$ cat src/rtl/core_pkg.sv
// Shared core definitions: datapath widths, ALU op codes, forward-select
// encoding, the ID/EX pipeline payload and the forward-hit rule.
package core_pkg;

  localparam int unsigned XLEN     = 32;
  localparam int unsigned REG_W    = 5;
  localparam int unsigned ALU_OP_W = 4;
  localparam int unsigned FWD_W    = 2;

  localparam logic [ALU_OP_W-1:0] ALU_ADD = 4'b0000;
  localparam logic [ALU_OP_W-1:0] ALU_SUB = 4'b0001;
  localparam logic [ALU_OP_W-1:0] ALU_AND = 4'b0010;
  localparam logic [ALU_OP_W-1:0] ALU_OR  = 4'b0011;
  localparam logic [ALU_OP_W-1:0] ALU_XOR = 4'b0100;
  localparam logic [ALU_OP_W-1:0] ALU_SLL = 4'b0101;
  localparam logic [ALU_OP_W-1:0] ALU_SRL = 4'b0110;
  localparam logic [ALU_OP_W-1:0] ALU_SRA = 4'b0111;

  localparam logic [FWD_W-1:0] FWD_RF    = 2'b00;
  localparam logic [FWD_W-1:0] FWD_EXMEM = 2'b01;
  localparam logic [FWD_W-1:0] FWD_MEMWB = 2'b10;

  // Decoded instruction fields carried from ID into EX.
  typedef struct packed {
    logic [XLEN-1:0]     pc;
    logic [REG_W-1:0]    rs1;
    logic [REG_W-1:0]    rs2;
    logic [REG_W-1:0]    rd;
    logic [XLEN-1:0]     rs1_data;
    logic [XLEN-1:0]     rs2_data;
    logic [XLEN-1:0]     imm;
    logic [ALU_OP_W-1:0] alu_op;
    logic                src_a_pc;
    logic                src_b_imm;
    logic                reg_write;
    logic                mem_read;
    logic                mem_write;
  } id_ex_t;

  // A later stage supplies rs only if it writes a non-x0 register equal to rs.
  function automatic logic fwd_hit(input logic we, input logic [REG_W-1:0] rd,
                                   input logic [REG_W-1:0] rs);
    return we && (rd != '0) && (rd == rs);
  endfunction

endpackage

$ cat src/rtl/id_ex_stage_if.sv
// ID/EX stage bus: decode fields, forward sources and flush/hold in;
// ALU operands, EX control and stall out. fwd_rs*_sel_c expose the chosen
// forward source per operand for observability.
interface id_ex_stage_if;
  import core_pkg::*;

  logic                id_valid;
  logic [XLEN-1:0]     id_pc;
  logic [REG_W-1:0]    id_rs1, id_rs2, id_rd;
  logic                id_use_rs1, id_use_rs2;
  logic [XLEN-1:0]     id_rs1_data, id_rs2_data, id_imm;
  logic [ALU_OP_W-1:0] id_alu_op;
  logic                id_src_a_pc, id_src_b_imm;
  logic                id_reg_write, id_mem_read, id_mem_write;
  logic [REG_W-1:0]    exmem_rd;
  logic                exmem_reg_write;
  logic [XLEN-1:0]     exmem_result;
  logic [REG_W-1:0]    memwb_rd;
  logic                memwb_reg_write;
  logic [XLEN-1:0]     memwb_result;
  logic                flush, hold;

  logic                stall_id;
  logic                ex_valid;
  logic [XLEN-1:0]     alu_a, alu_b;
  logic [ALU_OP_W-1:0] alu_op;
  logic [XLEN-1:0]     ex_pc;
  logic [REG_W-1:0]    ex_rd;
  logic [XLEN-1:0]     ex_store_data;
  logic                ex_reg_write, ex_mem_read, ex_mem_write;
  logic [FWD_W-1:0]    fwd_rs1_sel_c, fwd_rs2_sel_c;

  modport master (
    output id_valid, id_pc, id_rs1, id_rs2, id_rd, id_use_rs1, id_use_rs2,
           id_rs1_data, id_rs2_data, id_imm, id_alu_op, id_src_a_pc, id_src_b_imm,
           id_reg_write, id_mem_read, id_mem_write,
           exmem_rd, exmem_reg_write, exmem_result,
           memwb_rd, memwb_reg_write, memwb_result, flush, hold,
    input  stall_id, ex_valid, alu_a, alu_b, alu_op, ex_pc, ex_rd, ex_store_data,
           ex_reg_write, ex_mem_read, ex_mem_write, fwd_rs1_sel_c, fwd_rs2_sel_c
  );

  modport slave (
    input  id_valid, id_pc, id_rs1, id_rs2, id_rd, id_use_rs1, id_use_rs2,
           id_rs1_data, id_rs2_data, id_imm, id_alu_op, id_src_a_pc, id_src_b_imm,
           id_reg_write, id_mem_read, id_mem_write,
           exmem_rd, exmem_reg_write, exmem_result,
           memwb_rd, memwb_reg_write, memwb_result, flush, hold,
    output stall_id, ex_valid, alu_a, alu_b, alu_op, ex_pc, ex_rd, ex_store_data,
           ex_reg_write, ex_mem_read, ex_mem_write, fwd_rs1_sel_c, fwd_rs2_sel_c
  );
endinterface

$ cat src/rtl/id_ex_stage_fwd.sv
// Operand forwarding for one source register.
// Ports: rs/rf_data (registered index and register-file data), EX/MEM and
// MEM/WB write-back sources in; fwd_sel_c (source select) and fwd_data_c out.
module fwd_unit
  import core_pkg::*;
(
  input  logic [REG_W-1:0] rs,
  input  logic [XLEN-1:0]  rf_data,
  input  logic             exmem_reg_write,
  input  logic [REG_W-1:0] exmem_rd,
  input  logic [XLEN-1:0]  exmem_result,
  input  logic             memwb_reg_write,
  input  logic [REG_W-1:0] memwb_rd,
  input  logic [XLEN-1:0]  memwb_result,
  output logic [FWD_W-1:0] fwd_sel_c,
  output logic [XLEN-1:0]  fwd_data_c
);

  // Youngest producer (EX/MEM) wins over MEM/WB.
  always_comb begin
    fwd_sel_c  = FWD_RF;
    fwd_data_c = rf_data;
    if (fwd_hit(exmem_reg_write, exmem_rd, rs)) begin
      fwd_sel_c  = FWD_EXMEM;
      fwd_data_c = exmem_result;
    end else if (fwd_hit(memwb_reg_write, memwb_rd, rs)) begin
      fwd_sel_c  = FWD_MEMWB;
      fwd_data_c = memwb_result;
    end
  end

endmodule

$ cat src/rtl/id_ex_stage.sv
// ID/EX pipeline register with load-use stall, flush, hold and operand
// forwarding into the ALU.
// Ports: clk, rst_n (async active-low), bus (id_ex_stage_if.slave).
module id_ex_stage
  import core_pkg::*;
(
  input  logic         clk,
  input  logic         rst_n,
  id_ex_stage_if.slave bus
);

  id_ex_t          id_pkt;
  id_ex_t          ex_q, ex_d;
  logic            ex_valid_q, ex_valid_d;
  logic            load_use;
  logic [XLEN-1:0] fwd_rs1, fwd_rs2;

  // Pack the decode slot into the pipeline payload.
  always_comb begin
    id_pkt = '{pc:        bus.id_pc,
               rs1:       bus.id_rs1,
               rs2:       bus.id_rs2,
               rd:        bus.id_rd,
               rs1_data:  bus.id_rs1_data,
               rs2_data:  bus.id_rs2_data,
               imm:       bus.id_imm,
               alu_op:    bus.id_alu_op,
               src_a_pc:  bus.id_src_a_pc,
               src_b_imm: bus.id_src_b_imm,
               reg_write: bus.id_reg_write,
               mem_read:  bus.id_mem_read,
               mem_write: bus.id_mem_write};
  end

  // A load in EX cannot forward its data yet; a dependent decode must wait.
  always_comb begin
    load_use = ex_valid_q && ex_q.mem_read && (ex_q.rd != '0) && bus.id_valid &&
               ((bus.id_use_rs1 && (bus.id_rs1 == ex_q.rd)) ||
                (bus.id_use_rs2 && (bus.id_rs2 == ex_q.rd)));
  end

  // Update priority: flush > hold > load-use bubble > advance.
  always_comb begin
    ex_d       = ex_q;
    ex_valid_d = ex_valid_q;
    if (bus.flush) begin
      ex_valid_d = 1'b0;
    end else if (!bus.hold) begin
      if (load_use) begin
        ex_valid_d = 1'b0;
      end else begin
        ex_d       = id_pkt;
        ex_valid_d = bus.id_valid;
      end
    end
  end

  always_ff @(posedge clk or negedge rst_n) begin
    if (!rst_n) begin
      ex_q       <= '0;
      ex_valid_q <= 1'b0;
    end else begin
      ex_q       <= ex_d;
      ex_valid_q <= ex_valid_d;
    end
  end

  fwd_unit u_fwd_rs1 (
    .rs              (ex_q.rs1),
    .rf_data         (ex_q.rs1_data),
    .exmem_reg_write (bus.exmem_reg_write),
    .exmem_rd        (bus.exmem_rd),
    .exmem_result    (bus.exmem_result),
    .memwb_reg_write (bus.memwb_reg_write),
    .memwb_rd        (bus.memwb_rd),
    .memwb_result    (bus.memwb_result),
    .fwd_sel_c       (bus.fwd_rs1_sel_c),
    .fwd_data_c      (fwd_rs1)
  );

  fwd_unit u_fwd_rs2 (
    .rs              (ex_q.rs2),
    .rf_data         (ex_q.rs2_data),
    .exmem_reg_write (bus.exmem_reg_write),
    .exmem_rd        (bus.exmem_rd),
    .exmem_result    (bus.exmem_result),
    .memwb_reg_write (bus.memwb_reg_write),
    .memwb_rd        (bus.memwb_rd),
    .memwb_result    (bus.memwb_result),
    .fwd_sel_c       (bus.fwd_rs2_sel_c),
    .fwd_data_c      (fwd_rs2)
  );

  // Decode is killed upstream on flush, so it is never told to stall then.
  always_comb begin
    bus.stall_id      = !bus.flush && (bus.hold || load_use);
    bus.ex_valid      = ex_valid_q;
    bus.alu_a         = ex_q.src_a_pc  ? ex_q.pc  : fwd_rs1;
    bus.alu_b         = ex_q.src_b_imm ? ex_q.imm : fwd_rs2;
    bus.alu_op        = ex_q.alu_op;
    bus.ex_pc         = ex_q.pc;
    bus.ex_rd         = ex_q.rd;
    bus.ex_store_data = fwd_rs2;
    bus.ex_reg_write  = ex_q.reg_write && ex_valid_q;
    bus.ex_mem_read   = ex_q.mem_read  && ex_valid_q;
    bus.ex_mem_write  = ex_q.mem_write && ex_valid_q;
  end

endmodule
$ cat src/flat_wrapper.sv
// flat-port wrapper written by rule: the top's interface ports become plain ports
module id_ex_stage_flat import core_pkg::*;
  (clk, rst_n, bus_id_valid, bus_id_pc, bus_id_rs1, bus_id_rs2, bus_id_rd, bus_id_use_rs1, bus_id_use_rs2, bus_id_rs1_data, bus_id_rs2_data, bus_id_imm, bus_id_alu_op, bus_id_src_a_pc, bus_id_src_b_imm, bus_id_reg_write, bus_id_mem_read, bus_id_mem_write, bus_exmem_rd, bus_exmem_reg_write, bus_exmem_result, bus_memwb_rd, bus_memwb_reg_write, bus_memwb_result, bus_flush, bus_hold, bus_stall_id, bus_ex_valid, bus_alu_a, bus_alu_b, bus_alu_op, bus_ex_pc, bus_ex_rd, bus_ex_store_data, bus_ex_reg_write, bus_ex_mem_read, bus_ex_mem_write, bus_fwd_rs1_sel_c, bus_fwd_rs2_sel_c);
  id_ex_stage_if bus_i ();
  input  logic clk;
  input  logic rst_n;
  input wire logic [$bits(bus_i.id_valid)-1:0] bus_id_valid;
  input wire logic [$bits(bus_i.id_pc)-1:0] bus_id_pc;
  input wire logic [$bits(bus_i.id_rs1)-1:0] bus_id_rs1;
  input wire logic [$bits(bus_i.id_rs2)-1:0] bus_id_rs2;
  input wire logic [$bits(bus_i.id_rd)-1:0] bus_id_rd;
  input wire logic [$bits(bus_i.id_use_rs1)-1:0] bus_id_use_rs1;
  input wire logic [$bits(bus_i.id_use_rs2)-1:0] bus_id_use_rs2;
  input wire logic [$bits(bus_i.id_rs1_data)-1:0] bus_id_rs1_data;
  input wire logic [$bits(bus_i.id_rs2_data)-1:0] bus_id_rs2_data;
  input wire logic [$bits(bus_i.id_imm)-1:0] bus_id_imm;
  input wire logic [$bits(bus_i.id_alu_op)-1:0] bus_id_alu_op;
  input wire logic [$bits(bus_i.id_src_a_pc)-1:0] bus_id_src_a_pc;
  input wire logic [$bits(bus_i.id_src_b_imm)-1:0] bus_id_src_b_imm;
  input wire logic [$bits(bus_i.id_reg_write)-1:0] bus_id_reg_write;
  input wire logic [$bits(bus_i.id_mem_read)-1:0] bus_id_mem_read;
  input wire logic [$bits(bus_i.id_mem_write)-1:0] bus_id_mem_write;
  input wire logic [$bits(bus_i.exmem_rd)-1:0] bus_exmem_rd;
  input wire logic [$bits(bus_i.exmem_reg_write)-1:0] bus_exmem_reg_write;
  input wire logic [$bits(bus_i.exmem_result)-1:0] bus_exmem_result;
  input wire logic [$bits(bus_i.memwb_rd)-1:0] bus_memwb_rd;
  input wire logic [$bits(bus_i.memwb_reg_write)-1:0] bus_memwb_reg_write;
  input wire logic [$bits(bus_i.memwb_result)-1:0] bus_memwb_result;
  input wire logic [$bits(bus_i.flush)-1:0] bus_flush;
  input wire logic [$bits(bus_i.hold)-1:0] bus_hold;
  output wire logic [$bits(bus_i.stall_id)-1:0] bus_stall_id;
  output wire logic [$bits(bus_i.ex_valid)-1:0] bus_ex_valid;
  output wire logic [$bits(bus_i.alu_a)-1:0] bus_alu_a;
  output wire logic [$bits(bus_i.alu_b)-1:0] bus_alu_b;
  output wire logic [$bits(bus_i.alu_op)-1:0] bus_alu_op;
  output wire logic [$bits(bus_i.ex_pc)-1:0] bus_ex_pc;
  output wire logic [$bits(bus_i.ex_rd)-1:0] bus_ex_rd;
  output wire logic [$bits(bus_i.ex_store_data)-1:0] bus_ex_store_data;
  output wire logic [$bits(bus_i.ex_reg_write)-1:0] bus_ex_reg_write;
  output wire logic [$bits(bus_i.ex_mem_read)-1:0] bus_ex_mem_read;
  output wire logic [$bits(bus_i.ex_mem_write)-1:0] bus_ex_mem_write;
  output wire logic [$bits(bus_i.fwd_rs1_sel_c)-1:0] bus_fwd_rs1_sel_c;
  output wire logic [$bits(bus_i.fwd_rs2_sel_c)-1:0] bus_fwd_rs2_sel_c;
  assign bus_i.id_valid = bus_id_valid;
  assign bus_i.id_pc = bus_id_pc;
  assign bus_i.id_rs1 = bus_id_rs1;
  assign bus_i.id_rs2 = bus_id_rs2;
  assign bus_i.id_rd = bus_id_rd;
  assign bus_i.id_use_rs1 = bus_id_use_rs1;
  assign bus_i.id_use_rs2 = bus_id_use_rs2;
  assign bus_i.id_rs1_data = bus_id_rs1_data;
  assign bus_i.id_rs2_data = bus_id_rs2_data;
  assign bus_i.id_imm = bus_id_imm;
  assign bus_i.id_alu_op = bus_id_alu_op;
  assign bus_i.id_src_a_pc = bus_id_src_a_pc;
  assign bus_i.id_src_b_imm = bus_id_src_b_imm;
  assign bus_i.id_reg_write = bus_id_reg_write;
  assign bus_i.id_mem_read = bus_id_mem_read;
  assign bus_i.id_mem_write = bus_id_mem_write;
  assign bus_i.exmem_rd = bus_exmem_rd;
  assign bus_i.exmem_reg_write = bus_exmem_reg_write;
  assign bus_i.exmem_result = bus_exmem_result;
  assign bus_i.memwb_rd = bus_memwb_rd;
  assign bus_i.memwb_reg_write = bus_memwb_reg_write;
  assign bus_i.memwb_result = bus_memwb_result;
  assign bus_i.flush = bus_flush;
  assign bus_i.hold = bus_hold;
  assign bus_stall_id = bus_i.stall_id;
  assign bus_ex_valid = bus_i.ex_valid;
  assign bus_alu_a = bus_i.alu_a;
  assign bus_alu_b = bus_i.alu_b;
  assign bus_alu_op = bus_i.alu_op;
  assign bus_ex_pc = bus_i.ex_pc;
  assign bus_ex_rd = bus_i.ex_rd;
  assign bus_ex_store_data = bus_i.ex_store_data;
  assign bus_ex_reg_write = bus_i.ex_reg_write;
  assign bus_ex_mem_read = bus_i.ex_mem_read;
  assign bus_ex_mem_write = bus_i.ex_mem_write;
  assign bus_fwd_rs1_sel_c = bus_i.fwd_rs1_sel_c;
  assign bus_fwd_rs2_sel_c = bus_i.fwd_rs2_sel_c;
  id_ex_stage u_core (.clk(clk), .rst_n(rst_n), .bus(bus_i));
endmodule
$ cat config.mk
export PLATFORM = sky130hd
export DESIGN_NAME = id_ex_stage_flat
export DESIGN_NICKNAME = d
export VERILOG_FILES = /design/src/rtl/core_pkg.sv /design/src/rtl/id_ex_stage_if.sv /design/src/rtl/id_ex_stage_fwd.sv /design/src/rtl/id_ex_stage.sv /design/src/flat_wrapper.sv
export SDC_FILE = /design/constraint.sdc
export NUM_CORES = 1
export LEC_CHECK = 0
export ABC_AREA = 1
export BUFFER_PORTS_ARGS = -buffer_cell sky130_fd_sc_hd__buf_2
export CAP_MARGIN = 10
export CORE_MARGIN = 2
export CORE_UTILIZATION = 30
export DETAILED_ROUTE_END_ITERATION = 6
export GPL_TIMING_DRIVEN = 0
export PLACE_DENSITY = 0.59
export SLEW_MARGIN = 20
export SYNTH_ARGS = -nofsm -noshare
export SYNTH_HDL_FRONTEND = slang
export SYNTH_SLANG_ARGS = --single-unit
$ cat constraint.sdc
create_clock -name clk -period 3 [get_ports clk]
set_input_delay 0.15 -clock clk [delete_from_list [all_inputs] [get_ports clk]]
set_output_delay 0.15 -clock clk [all_outputs]
set_load 0.05 [all_outputs]
Word level (Yosys, flattened, before mapping)
Index checks and enable logic that the tools add are counted.

word-level totals
  register bits = 153
  logic and storage cells = 59
  bits of input ports = 235

cells by class
  bitwise gates (word level) = 3
  muxes and demuxes = 13
  reduce and logical (&&, ||, !) cells = 22
  equal/unequal tests = 7

operator list
  operator                              count
  2-to-1 mux 32 bit                     6
  == test 5 bit                         6
  logical AND 1 bit                     15
  nonzero test 5 bit                    3
  2-to-1 mux 2 bit                      4
  2-to-1 mux 1 bit                      3
  inverter 1 bit                        3
  AND reduction 3 bit                   1
  logical OR 1 bit                      2
  != test 2 bit, second input constant  1
  logical NOT 1 bit                     1

Logic depth before layout (Yosys ltp)
  word-level depth = 7
  mapped depth = 12
  gate-level depth less buffers = 10

Hierarchy
A second synthesis with hierarchy kept.

unflattened totals
  cell total of the unflattened synthesis = 1,444
  area total of the unflattened synthesis = 10,273.6 sq um

by module, submodules not included
  module       cells each  instances  area an instance (sq um)
  id_ex_stage  860         1          7,638.6
  fwd_unit     292         2          1,317.5

Worst setup path before layout
OpenSTA, ideal clock, no wires.

  path kind = register to output
  start point = reg u_core.ex_valid_q (netlist: u_core.bus.ex_valid)
  end point = out bus_stall_id
  arrival time = 2.440 ns
  path slack = 0.410 ns
  stages on the path, launching flop included = 9
  path through = dfrtp_1 -> nand2_1 -> inv_1 -> nand3_1 -> inv_2 -> nand2_2 -> buf_6 -> buf_2 -> a21oi_1

between the ends
  cells in the longest elaborated chain, start to end = 6

ends and longest elaborated chain
  element                         line                source
  start, declared                 id_ex_stage.sv:14   logic ex_valid_q, ex_valid_d;
  start signal, assigned          id_ex_stage.sv:64   ex_valid_q <= ex_valid_d;
  logical AND 1 bit               --
  named net bus_ex_mem_read       flat_wrapper.sv:40  output wire logic [$bits(bus_i.ex_mem_read)-1:0] bus_ex_mem_read;
  logical AND 1 bit (3 in a row)  id_ex_stage.sv:37   load_use = ex_valid_q && ex_q.mem_read && (ex_q.rd != '0) && bus.id_valid &&
  logical OR 1 bit                id_ex_stage.sv:96   bus.stall_id = !bus.flush && (bus.hold || load_use);
  logical AND 1 bit               id_ex_stage.sv:96
  end, declared                   flat_wrapper.sv:31  output wire logic [$bits(bus_i.stall_id)-1:0] bus_stall_id;

The timed path passes the listed nets, and every way through them passes these cells.

Worst setup path after layout
  start point = reg u_core.ex_q[116] in the netlist's numbering
  end point = out bus_alu_a[20]

between the ends
  cells in the longest elaborated chain, start to end = 5
  elaborated cells between the ends (all ways) = 7

ends and longest elaborated chain
  element                 line                   source
  start, declared         id_ex_stage.sv:13      id_ex_t ex_q, ex_d;
  start signal, assigned  id_ex_stage.sv:60      ex_q <= '0;
  start signal, assigned  id_ex_stage.sv:63      ex_q <= ex_d;
  == test 5 bit           core_pkg.sv:43         return we && (rd != '0) && (rd == rs);
  logical AND 1 bit       core_pkg.sv:43
  2-to-1 mux 32 bit       id_ex_stage_fwd.sv:26  end else if (fwd_hit(memwb_reg_write, memwb_rd, rs)) begin
  2-to-1 mux 32 bit *     id_ex_stage_fwd.sv:23  if (fwd_hit(exmem_reg_write, exmem_rd, rs)) begin
  2-to-1 mux 32 bit *     id_ex_stage.sv:98      bus.alu_a = ex_q.src_a_pc ? ex_q.pc : fwd_rs1;
  end, declared           flat_wrapper.sv:33     output wire logic [$bits(bus_i.alu_a)-1:0] bus_alu_a;

Every way passes the cells marked *; elsewhere a longest branch is shown, timed or not.

==> results.md <==
- Result of the run: finished, final reports clean
- CTS clock-pin slew for the worst setup and hold paths: 0.06 ns
- Worst min-delay path category: in -> reg
- DR DRC count: 0
- Met1 layer wirelength in the final routing: between 15000 and 20000 um
- Worst relative slew slack: roughly a third
- Combined buffer and inverter count along the critical path: 2
- Number of port buffers: 380
- Slew at the pin with the worst max-slew slack: a little under 1 ns
- Critical path required time: 2.85 ns
- Number of vias in the routed layout: ~12k
- RSZ-0062 raised after global routing: false
- Met3 Routed Length: 3480 um
- Count of yosys warnings during synthesis: 0
- Kind of critical path: reg -> out
- Worst Hold Slack: just under 0.01 ns
- Area enclosed by the die boundary: between 0.03 and 0.04 mm^2
- Number of placed I/O pins: 381
- Global-route wire length before repair: between 60000 and 70000 um
- Total Power: 8.18 mW
- Layout Skew: 0.0216 ns
- Growth of design area from synthesis to finish: 46.1%
- Overall die height: roughly 190 um
- Total of flip-flops plus latches after synthesis: ~150
- Sinks on the clock net: 153
- Slew Viols, Final: 0
- Routed WL: roughly 46000 um
- Residual overflow from global routing: 0
- Clock tree from TritonCTS: yes
- Maximum VDD drop: approximately 0.37 mV
- Buffer levels on the longest clock path: 2
- Clock insertion delay at the later pin of the skew report: roughly 0.45 ns
- Buffer cell driving the clock tree root: clkbuf_16
- Critical-path maximum fanout: 10
- Chip Width: approximately 190 um
- Period Utilization, post-route: a little over nine tenths
- Total number of placement rows: 66
- Ratio of cells with drive above 1 in the final layout: between 20% and 30%
- Final estimated routing congestion in global placement: 0.874
- Number of nets still failing antenna checks after routing: 0
- Shortest period the worst path allows: about 2.8 ns
- Pwr Density: approximately 560 mW/mm^2
- Startpoint kind of the worst setup timing path: flop
- Count of max-cap constraint violations: 0
- TritonCTS Buffers: 17
- Final-layout fill cell count: around 3.4k
- Worst path slowest cell: dfrtp_1
- Standby leakage power: 8.10 nW
- Drt first-iter violations: between 800 and 900
- Core region area: approximately 0.033 mm^2
- Sequential cell area fraction in the yosys report: about two fifths
- Largest net degree at the start of global routing: 90
- Sum of net half-perimeters after detailed placement: 34600 um
- Synth unique cells: 24
- Worst path max stage delay: 0.43 ns
- Dominant delay contributor by cell family on the critical path: simple AND/OR/NAND/NOR gates
- Initial Util: 30.5%
- Antenna violations before repair: 6
- Cell chain of the critical path: xnor2_1 -> nand3_1 -> nor2_4 -> nand2_1 -> buf_2 -> nand2_1 -> nand3_1 -> nand2_1 -> nand2_1 -> buf_2
- CP arrival: 2.66 ns
- H-tree depth reported by CTS: 4
- Crit path capture type: output port
- Via count of the first global-routing pass: 11.5k
- Max Freq: between 0.3 and 0.4 GHz
- GR Util All Layers: about a quarter
- Cells after synthesis: 1458
- Via count normalized by instance count: a little under 5
- Final setup fails: 0
- Post-Syn Area per Cell: between 6 and 7 um^2
- Crit-path most repeated cell: nand2_1
- Final Hold Fails: 0
- Post-synthesis instance area: a little under 0.01 mm^2
- Highest metal layer with signal wires: met5
- Iteration count of the initial detailed-routing pass: 5
- Routed wire per std cell: roughly 19 um
- Detailed-routed wire length on met2: around 21000 um
- Net count of the finished layout: roughly 2.2k
- Nets in the synthesized netlist: 1693
[worst min-delay path: stages]
cell	delay, ns
buf_2	0.10
nand4_1	0.10
nand2_1	0.05
[through the flow]
stage	TNS [ns]	util [%]	std cells	setup slack, ns	cell area [um^2]
5_1_grt	0	44.5	2454	0.0339	14500
2_1_floorplan	0	-	1458	0.410	9920
3_3_place_gp	-117.87	38.0	2280	-0.795	12400
3_5_place_dp	0	38.1	2281	0.117	12400
4_1_cts	0	44.4	2452	0.0253	14500
6_report	0	44.5	2455	0.187	14500
[what timing repair did]
action / in CTS / in global routing
gates resized for setup: 7 / 6
buffers inserted: 2 / 0
hold buffers: 138 / 0
pin swaps: 1 / 0
endpoints found under the hold margin: 200 / 0
endpoints found under the setup margin: 96 / 25
[worst paths after layout]
| kind | slack, ns | from | cells after the start | end |
|---|---|---|---|---|
| setup / recovery | 0.19 | u_core.ex_q[116] | 10 | bus_alu_a[20] |
| max in group asynchronous | 1.87 | rst_n | 3 | u_core.ex_q[13] |
| min in group asynchronous | 0.24 | rst_n | 2 | u_core.ex_q[36] |
| setup reg to reg | 0.65 | u_core.bus.ex_rd[2] | 10 | u_core.bus.ex_valid |
| hold reg to reg | 0.47 | u_core.ex_q[44] | 2 | u_core.ex_q[44] |
| hold / removal | 0.01 | bus_id_rs2_data[2] | 3 | u_core.ex_q[43] |
[area by class of cell]
cell class / instances / area (um^2) / share of cell area [%]
well taps: 442 / 553 / 3.82
repair buffers: 521 / 3340 / 23.0
clock buffers: 20 / 457 / 3.15
diodes: 3 / 7.51 / 0.0518
multi-input cells: 1057 / 4910 / 33.9
clock inverters: 11 / 171 / 1.18
inverters: 90 / 338 / 2.33
flip-flops and latches: 153 / 3830 / 26.4
plain buffers: 158 / 885 / 6.11
[logic make-up after synthesis]
family / Yosys count / synth area share, %
compound gates: 7 / 0.378
xor+xnor: 21 / 1.85
buf+inv: 248 / 12.3
flops: 153 / 38.6
simple gates: 1029 / 46.9
[synth_stat cells (all sizes together)]
cell type	number	area share, %
inv	90	3.4
nand3	168	8.6
a21boi	1	0.076
nor2	19	0.77
xor2	12	1.1
nand3b	2	0.15
and2	32	2.0
nand4	186	12
nand2	621	24
dfrtp	153	39
nor3	1	0.050
buf	125	7.7
xnor2	9	0.79
a21oi	2	0.10
o21ai	4	0.20
clkbuf	33	1.2
[registers in the layout, indices dropped and copies added (netlist names)]
register	cells
u_core.bus.alu_op	4
u_core.bus.ex_pc	32
u_core.bus.ex_rd	5
u_core.bus.ex_valid	1
u_core.ex_q	111
[placed cells by master (no fill, tap or decap), types with 2 or more instances in the layout]
cell / n
nand2_1: 620
clkinvlp_4: 2
xnor2_1: 9
nor2_1: 13
nand4_1: 186
o21ai_1: 2
and2_1: 32
clkinv_4: 3
nand3b_1: 2
nor2_4: 6
clkbuf_16: 17
buf_4: 46
dlygate4sd3_1: 138
buf_2: 425
clkbuf_1: 33
buf_1: 26
a21oi_1: 2
o21ai_0: 2
dfrtp_1: 153
xor2_1: 12
nand3_1: 166
inv_1: 87
inv_2: 3
bufinv_16: 4
clkbuf_8: 2
clkinv_2: 2
buf_6: 9
diode_2: 3
[routing by layer]
layer | GRT usage, % | up-vias
met5 | 0 | -
met4 | 9.01 | 4
li1 | - | 5821
met3 | 6.20 | 82
met1 | 33.2 | 5550
met2 | 43.0 | 510
[where the power goes]
part	internal, mW	switching (mW)
combinational	0.939	2.32
sequential	2.32	0.199
clock	1.43	0.965
total	4.69	3.49
No activity file was read; power rests on OpenSTA's default activity.
